[config.mk]
export PLATFORM = sky130hd
export DESIGN_NAME = data_mem_responder_flat
export DESIGN_NICKNAME = d
export VERILOG_FILES = /design/src/rtl/data_mem_responder_pkg.sv /design/src/rtl/data_mem_responder_if.sv /design/src/rtl/data_mem_responder_out_fifo.sv /design/src/rtl/data_mem_responder.sv /design/src/flat_wrapper.sv
export SDC_FILE = /design/constraint.sdc
export NUM_CORES = 2
export LEC_CHECK = 0
export CAP_MARGIN = 20
export CELL_PAD_IN_SITES_DETAIL_PLACEMENT = 1
export CELL_PAD_IN_SITES_GLOBAL_PLACEMENT = 1
export CORE_UTILIZATION = 50
export CTS_BUF_LIST = sky130_fd_sc_hd__clkbuf_4 sky130_fd_sc_hd__clkbuf_8
export DETAILED_ROUTE_END_ITERATION = 10
export PLACE_DENSITY = 0.81
export SLEW_MARGIN = 20
export SYNTH_ARGS = -nofsm -noshare
export SYNTH_HDL_FRONTEND = slang
export SYNTH_SLANG_ARGS = --single-unit
[constraint.sdc]
create_clock -name clk -period 8.9 [get_ports clk]
set_input_delay 1.78 -clock clk [delete_from_list [all_inputs] [get_ports clk]]
set_output_delay 1.78 -clock clk [all_outputs]
set_load 0.01 [all_outputs]
[src/rtl/data_mem_responder_pkg.sv]
// rtl/data_mem_responder_pkg.sv - shared constants, region decode and status packing
package data_mem_responder_pkg;

    localparam int DATA_W             = 32;
    localparam int RAM_WORDS_DEFAULT  = 64;
    localparam int FIFO_DEPTH_DEFAULT = 4;

    // Memory-mapped register addresses (byte addresses, low two bits ignored)
    localparam logic [31:0] ADDR_LED       = 32'h8000_0000;
    localparam logic [31:0] ADDR_CYCLE     = 32'h8000_0004;
    localparam logic [31:0] ADDR_OUT       = 32'h8000_0008;
    localparam logic [31:0] ADDR_STATUS    = 32'h8000_000C;
    localparam logic [31:0] ADDR_WORD_MASK = 32'hFFFF_FFFC;

    // STATUS register bit layout
    localparam int STATUS_EMPTY_BIT = 0;
    localparam int STATUS_FULL_BIT  = 1;
    localparam int STATUS_COUNT_LSB = 2;
    localparam int STATUS_COUNT_W   = 3;
    localparam int STATUS_OVF_BIT   = 8;

    typedef enum logic [2:0] {
        REGION_RAM,
        REGION_LED,
        REGION_CYCLE,
        REGION_OUT,
        REGION_STATUS,
        REGION_NONE
    } region_e;

    function automatic region_e decode_region(input logic [31:0] addr);
        logic [31:0] word;
        word = addr & ADDR_WORD_MASK;
        if (word[31:8] == 24'd0)        return REGION_RAM;
        else if (word == ADDR_LED)      return REGION_LED;
        else if (word == ADDR_CYCLE)    return REGION_CYCLE;
        else if (word == ADDR_OUT)      return REGION_OUT;
        else if (word == ADDR_STATUS)   return REGION_STATUS;
        else                            return REGION_NONE;
    endfunction

    function automatic logic [31:0] make_status(
        input logic                      empty,
        input logic                      full,
        input logic [STATUS_COUNT_W-1:0] count,
        input logic                      overflow
    );
        logic [31:0] s;
        s = '0;
        s[STATUS_EMPTY_BIT]                      = empty;
        s[STATUS_FULL_BIT]                       = full;
        s[STATUS_COUNT_LSB +: STATUS_COUNT_W]    = count;
        s[STATUS_OVF_BIT]                        = overflow;
        return s;
    endfunction

endpackage

[src/rtl/data_mem_responder_if.sv]
// rtl/data_mem_responder_if.sv - processor data bus and output stream bundle
interface data_mem_responder_if;
    import data_mem_responder_pkg::*;

    logic              MemWrite;
    logic [DATA_W-1:0] Addr;
    logic [DATA_W-1:0] WriteData;
    logic [DATA_W-1:0] ReadData;
    logic [7:0]        leds;
    logic [DATA_W-1:0] out_data;
    logic              out_valid;
    logic              out_ready;

    modport master (
        output MemWrite, Addr, WriteData, out_ready,
        input  ReadData, leds, out_data, out_valid
    );

    modport slave (
        input  MemWrite, Addr, WriteData, out_ready,
        output ReadData, leds, out_data, out_valid
    );

endinterface

[src/rtl/data_mem_responder_out_fifo.sv]
// rtl/data_mem_responder_out_fifo.sv - output word FIFO with same-cycle push/pop when full
module out_fifo #(
    parameter int DEPTH = 4,
    parameter int WIDTH = 32,
    parameter int CNT_W = $clog2(DEPTH + 1),
    parameter int PTR_W = (DEPTH > 1) ? $clog2(DEPTH) : 1
) (
    input  logic             clk,
    input  logic             reset,
    input  logic             push,
    input  logic [WIDTH-1:0] push_data,
    output logic             full,
    input  logic             pop,
    output logic             empty,
    output logic [CNT_W-1:0] count,
    output logic [WIDTH-1:0] head_data
);

    logic [WIDTH-1:0] mem [0:DEPTH-1];
    logic [PTR_W-1:0] wr_ptr;
    logic [PTR_W-1:0] rd_ptr;
    logic [CNT_W-1:0] count_q;
    logic             push_ok;
    logic             pop_ok;

    localparam logic [PTR_W-1:0] PTR_LAST = PTR_W'(DEPTH - 1);
    localparam logic [CNT_W-1:0] CNT_FULL = CNT_W'(DEPTH);

    // A pop frees a slot in the same edge, so a full FIFO still takes a push then
    always_comb begin
        empty     = (count_q == '0);
        full      = (count_q == CNT_FULL);
        pop_ok    = pop && !empty;
        push_ok   = push && (!full || pop_ok);
        count     = count_q;
        head_data = empty ? '0 : mem[rd_ptr];
    end

    // Pointer and occupancy bookkeeping; pointers wrap modulo DEPTH
    always_ff @(posedge clk) begin
        if (reset) begin
            wr_ptr  <= '0;
            rd_ptr  <= '0;
            count_q <= '0;
        end else begin
            if (push_ok) wr_ptr <= (wr_ptr == PTR_LAST) ? '0 : wr_ptr + 1'b1;
            if (pop_ok)  rd_ptr <= (rd_ptr == PTR_LAST) ? '0 : rd_ptr + 1'b1;
            case ({push_ok, pop_ok})
                2'b10:   count_q <= count_q + 1'b1;
                2'b01:   count_q <= count_q - 1'b1;
                default: count_q <= count_q;
            endcase
        end
    end

    // Storage array, no reset needed since occupancy gates visibility
    always_ff @(posedge clk) begin
        if (!reset && push_ok) mem[wr_ptr] <= push_data;
    end

endmodule

[src/rtl/data_mem_responder.sv]
// rtl/data_mem_responder.sv - data RAM plus LED, cycle counter and output FIFO registers
module data_mem_responder
    import data_mem_responder_pkg::*;
#(
    parameter int RAM_WORDS  = RAM_WORDS_DEFAULT,
    parameter int FIFO_DEPTH = FIFO_DEPTH_DEFAULT
) (
    input logic                 clk,
    input logic                 reset,
    data_mem_responder_if.slave bus
);

    localparam int CNT_W = $clog2(FIFO_DEPTH + 1);

    region_e          region;
    logic [5:0]       ram_idx;
    logic             ram_hit;
    logic [31:0]      ram_rdata;
    logic [31:0]      ram [0:RAM_WORDS-1];

    logic [7:0]       leds_q;
    logic [31:0]      cycle_q;
    logic             overflow_q;

    logic             fifo_push;
    logic             fifo_pop;
    logic             fifo_full;
    logic             fifo_empty;
    logic             fifo_drop;
    logic [CNT_W-1:0] fifo_count;
    logic [31:0]      fifo_head;
    logic [2:0]       status_count;

    // Address decode and per-target write strobes
    always_comb begin
        region       = decode_region(bus.Addr);
        ram_idx      = bus.Addr[7:2];
        ram_hit      = (region == REGION_RAM) && (int'(ram_idx) < RAM_WORDS);
        ram_rdata    = ram_hit ? ram[ram_idx] : '0;
        fifo_push    = bus.MemWrite && (region == REGION_OUT);
        fifo_pop     = !fifo_empty && bus.out_ready;
        fifo_drop    = fifo_push && fifo_full && !fifo_pop;
        status_count = 3'(fifo_count);
    end

    // Data RAM write port; contents deliberately survive reset
    always_ff @(posedge clk) begin
        if (!reset && bus.MemWrite && ram_hit) ram[ram_idx] <= bus.WriteData;
    end

    // LED register, free-running cycle counter and sticky overflow flag
    always_ff @(posedge clk) begin
        if (reset) begin
            leds_q     <= '0;
            cycle_q    <= '0;
            overflow_q <= 1'b0;
        end else begin
            cycle_q <= cycle_q + 32'd1;
            if (bus.MemWrite && region == REGION_LED) leds_q <= bus.WriteData[7:0];
            if (fifo_drop) begin
                overflow_q <= 1'b1;
            end else if (bus.MemWrite && region == REGION_STATUS && bus.WriteData[STATUS_OVF_BIT]) begin
                overflow_q <= 1'b0;
            end
        end
    end

    out_fifo #(
        .DEPTH (FIFO_DEPTH),
        .WIDTH (DATA_W)
    ) u_out_fifo (
        .clk       (clk),
        .reset     (reset),
        .push      (fifo_push),
        .push_data (bus.WriteData),
        .full      (fifo_full),
        .pop       (fifo_pop),
        .empty     (fifo_empty),
        .count     (fifo_count),
        .head_data (fifo_head)
    );

    // Combinational load data mux and stream outputs
    always_comb begin
        bus.ReadData = '0;
        case (region)
            REGION_RAM:    bus.ReadData = ram_rdata;
            REGION_LED:    bus.ReadData = {24'd0, leds_q};
            REGION_CYCLE:  bus.ReadData = cycle_q;
            REGION_OUT:    bus.ReadData = '0;
            REGION_STATUS: bus.ReadData = make_status(fifo_empty, fifo_full, status_count, overflow_q);
            default:       bus.ReadData = '0;
        endcase
        bus.leds      = leds_q;
        bus.out_valid = !fifo_empty;
        bus.out_data  = fifo_head;
    end

endmodule

[src/flat_wrapper.sv]
// flat-port wrapper written by rule: the top's interface ports become plain ports
module data_mem_responder_flat import data_mem_responder_pkg::*;
#(
    parameter int RAM_WORDS  = RAM_WORDS_DEFAULT,
    parameter int FIFO_DEPTH = FIFO_DEPTH_DEFAULT
)
  (clk, reset, bus_MemWrite, bus_Addr, bus_WriteData, bus_out_ready, bus_ReadData, bus_leds, bus_out_data, bus_out_valid);
  data_mem_responder_if bus_i ();
  input logic clk;
  input logic reset;
  input wire logic [$bits(bus_i.MemWrite)-1:0] bus_MemWrite;
  input wire logic [$bits(bus_i.Addr)-1:0] bus_Addr;
  input wire logic [$bits(bus_i.WriteData)-1:0] bus_WriteData;
  input wire logic [$bits(bus_i.out_ready)-1:0] bus_out_ready;
  output wire logic [$bits(bus_i.ReadData)-1:0] bus_ReadData;
  output wire logic [$bits(bus_i.leds)-1:0] bus_leds;
  output wire logic [$bits(bus_i.out_data)-1:0] bus_out_data;
  output wire logic [$bits(bus_i.out_valid)-1:0] bus_out_valid;
  assign bus_i.MemWrite = bus_MemWrite;
  assign bus_i.Addr = bus_Addr;
  assign bus_i.WriteData = bus_WriteData;
  assign bus_i.out_ready = bus_out_ready;
  assign bus_ReadData = bus_i.ReadData;
  assign bus_leds = bus_i.leds;
  assign bus_out_data = bus_i.out_data;
  assign bus_out_valid = bus_i.out_valid;
  data_mem_responder #(.RAM_WORDS(RAM_WORDS), .FIFO_DEPTH(FIFO_DEPTH)) u_core (.clk(clk), .reset(reset), .bus(bus_i));
endmodule
==> results.txt <==
CTS Buffer Depth: 4
detailed-route DRC error count: 0
R2R Setup Slk: 5780 ps
Initial Util: 50.3%
slowest CP cell: clkdlybuf4s50_1
Power Internal: 16.5 mW
Die Area: 175000 sq um
Crit Path Class: input port to primary output
vias in the first global route: 57300
setup TNS: 0 ps
clock tree sinks: 2226
Finish-stage setup viols: 0
critical-path cell list: clkdlybuf4s50_1 -> or3_2 -> buf_4 -> a21oi_1 -> nand2_1 -> nand4_1 -> o31ai_1 -> clkdlybuf4s50_1
most frequent cells in the layout: edfxtp_1, clkbuf_8, o22ai_1
Hold Startpoint: u_core.cycle_q[0]$_SDFF_PP0_
flops & latches, synth: 2226
register area share after synthesis: 76.7%
vias: 57200
DP Worst Slack: 979 ps
IO Pins: 141
PnR worst setup slack: 591 ps
hold buffer count at CTS: 0
Tcrit/Tclk final: 93.4%
mapped cell area: 86500 sq um
Switching Fraction: 23.5%
post-synth top area share: 75.6%
P&R area growth vs syn: 14.3%
number of port buffers: 138
count of cell types in the netlist: 87
post-synthesis async set-or-reset flop share: 0%
Routed WL: 324 mm
relative slew slack: 6.22%
FP Rows: 152
crit path max fanout: 18
CTS buffer count: 364
mean post-synth cell area: 17.6 sq um
GPL Wtd Cong: 0.980
Fmax achieved: 120 MHz
Clock transition at path regs: 50 ps
Max Cap Viol: 0
Crit. End Element: primary output
Die Y: 418 um
Synth area leader: edfxtp_1
Logic pwr share: 5.8%
Post-synth EDFFs: 2176
CP Launch Type: input port
H-Tree Depth: 5
worst-skew pair later-pin latency: 1080 ps
Synth area leaders: edfxtp_1, mux4_2, mux2i_1, o22ai_1, o221ai_1
Slew @ Worst Pin: 1400 ps
commonest non-fill, non-tap cell in the layout: edfxtp_1
largest net degree at the start of global routing: 87
hold endpoint: u_core.cycle_q[0]$_SDFF_PP0_
Min-Delay Path Class: flop to flop
grt ovf: 0
DR WL/cell: 40.7 um
Switch Pwr: 5.07 mW
DRT antenna net count: 0
DR vias/cell: 7.19
Buffers & Inverters on Critical Path: 3
Slew Viols, Final: 0
Final min period: 8310 ps
Clk pwr share: 40.9%
PD cells: 218 nW/um^2
most used cell, CP: clkdlybuf4s50_1
initial antenna violation count: 37
Critical Path Start: bus_Addr[7]
status: complete, no violations
Final Skew: 54.5 ps
Seq pwr share: 53.3%
layout net count: 5437
Synth Instances: 4913
synth warn: 0
GRT Overall Usage: 36.4%
Leak: 31.5 nW
reg2reg path depth: 8
reg2reg end: u_core.u_out_fifo.count[2]$_SDFFE_PP0P_
ys flop type: edfxtp_1
crit-path leading delay family: buffers and inverters
Post-CTS Resized: 0
drt initial violations: 11300
Reg-to-Reg Start: u_core.u_out_fifo.count[0]$_SDFFE_PP0P_
Min-Delay Path Depth: 1
die width: 418 um
worst path arrival time: 6530 ps
first-pass GRT wire length: 441 mm
worst vdd ir: 0.162 mV
RSZ-0062 raised after global routing: false
share of cells above drive strength 1: 21.4%
Setup Fix Bufs, Post-CTS: 0
CP required: 7120 ps
CP max stage delay: 1090 ps
DRT Pass-1 Iters: 6
Final Hold Viols: 0
Core Region: 172000 sq um
final HPWL from detailed placement: 184 mm
instance count on the critical path: 8
Synthesized Nets: 4988
CTS tree: yes
clk root buf: clkbuf_8
worst hold slack: 491 ps
## power groups by stage
stage / Clock (mW) / Combinational (mW) / Sequential [mW]
finish: 8.83 / 1.25 / 11.5
CTS: 8.80 / 1.19 / 11.5
floorplan: 0 / 0.541 / 11.7
detailed placement: 0 / 1.17 / 11.7
global route: 9.14 / 1.24 / 11.5
global placement: 0 / 1.12 / 11.7
## through the flow
stage	cell area (sq um)	utilization (%)	cells	power [mW]
after floorplan	86500	-	4913	12.3
after global placement	91700	53.4	7298	12.8
after detailed placement	91800	53.5	7303	12.9
after CTS	98700	57.5	7933	21.5
after global routing	98800	57.5	7941	21.9
final	98800	57.5	7949	21.6
## layout make-up
class                      count  area, sq um
antenna                       13         32.5
multi-input combinational   2334        18900
fill                       15400        72900
inverter                      11         47.5
tap                         2310         2890
sequential                  2226        66300
clock buffer                 499         6130
timing repair buffer         425         3710
clock inverter               131          776
## routing by layer
| metal | track usage [%] | part of all wire [%] |
|---|---|---|
| met5 | 0 | 0.094 |
| met4 | 25.3 | 8.3 |
| met3 | 12.8 | 15 |
| met2 | 54.4 | 44 |
| met1 | 44.3 | 33 |
## cell usage after synthesis, types with 13 or more instances
cell type and count:
a32o_1 17, buf_2 121, edfxtp_1 2176, o22a_1 37, clkbuf_1 106, nor4_1 19
nand4_1 16, dfxtp_1 50, a211o_1 13, xor2_1 15, buf_6 25, nand3_1 33
o31ai_1 16, a22oi_1 39, buf_4 47, o211ai_1 33, nor2b_1 19, nor3_1 31
a2bb2oi_1 18, a211oi_1 42, o22ai_1 314, o21ai_0 113, mux2_1 61, mux2_2 107
mux2i_1 224, buf_1 43, o221ai_1 154, o21ai_1 34, nor2_1 216, a21oi_1 154
a22o_1 23, mux4_2 128, or3_1 17, and2_1 47, nand2_1 196, a221oi_1 34
## kinds of logic after synthesis
family | share of synthesized area (%)
AO/OA/AOI/OAI | 9.17
XOR/XNOR | 0.263
adder cells (fa/ha/maj) | 0.110
buffers and inverters | 2.13
flip-flops | 76.7
multiplexers | 8.12
AND/OR/NAND/NOR | 3.48
## state kept, by name (all words and copies together), names as in the netlist, named ones only
register                  flops
u_core.bus.leds               8
u_core.cycle_q               32
u_core.overflow_q             1
u_core.ram                 2048
u_core.u_out_fifo.count       3
u_core.u_out_fifo.mem       128
u_core.u_out_fifo.rd_ptr      2
u_core.u_out_fifo.wr_ptr      2
## worst max path at each step
stage and to:
6_report bus_ReadData[5], 5_1_grt bus_ReadData[5], 4_1_cts bus_ReadData[1], 3_5_place_dp bus_ReadData[15], 3_3_place_gp bus_ReadData[1], 2_1_floorplan u_core.ram[2][0]$_DFFE_PP_
No activity file was read; power rests on OpenSTA's default activity.
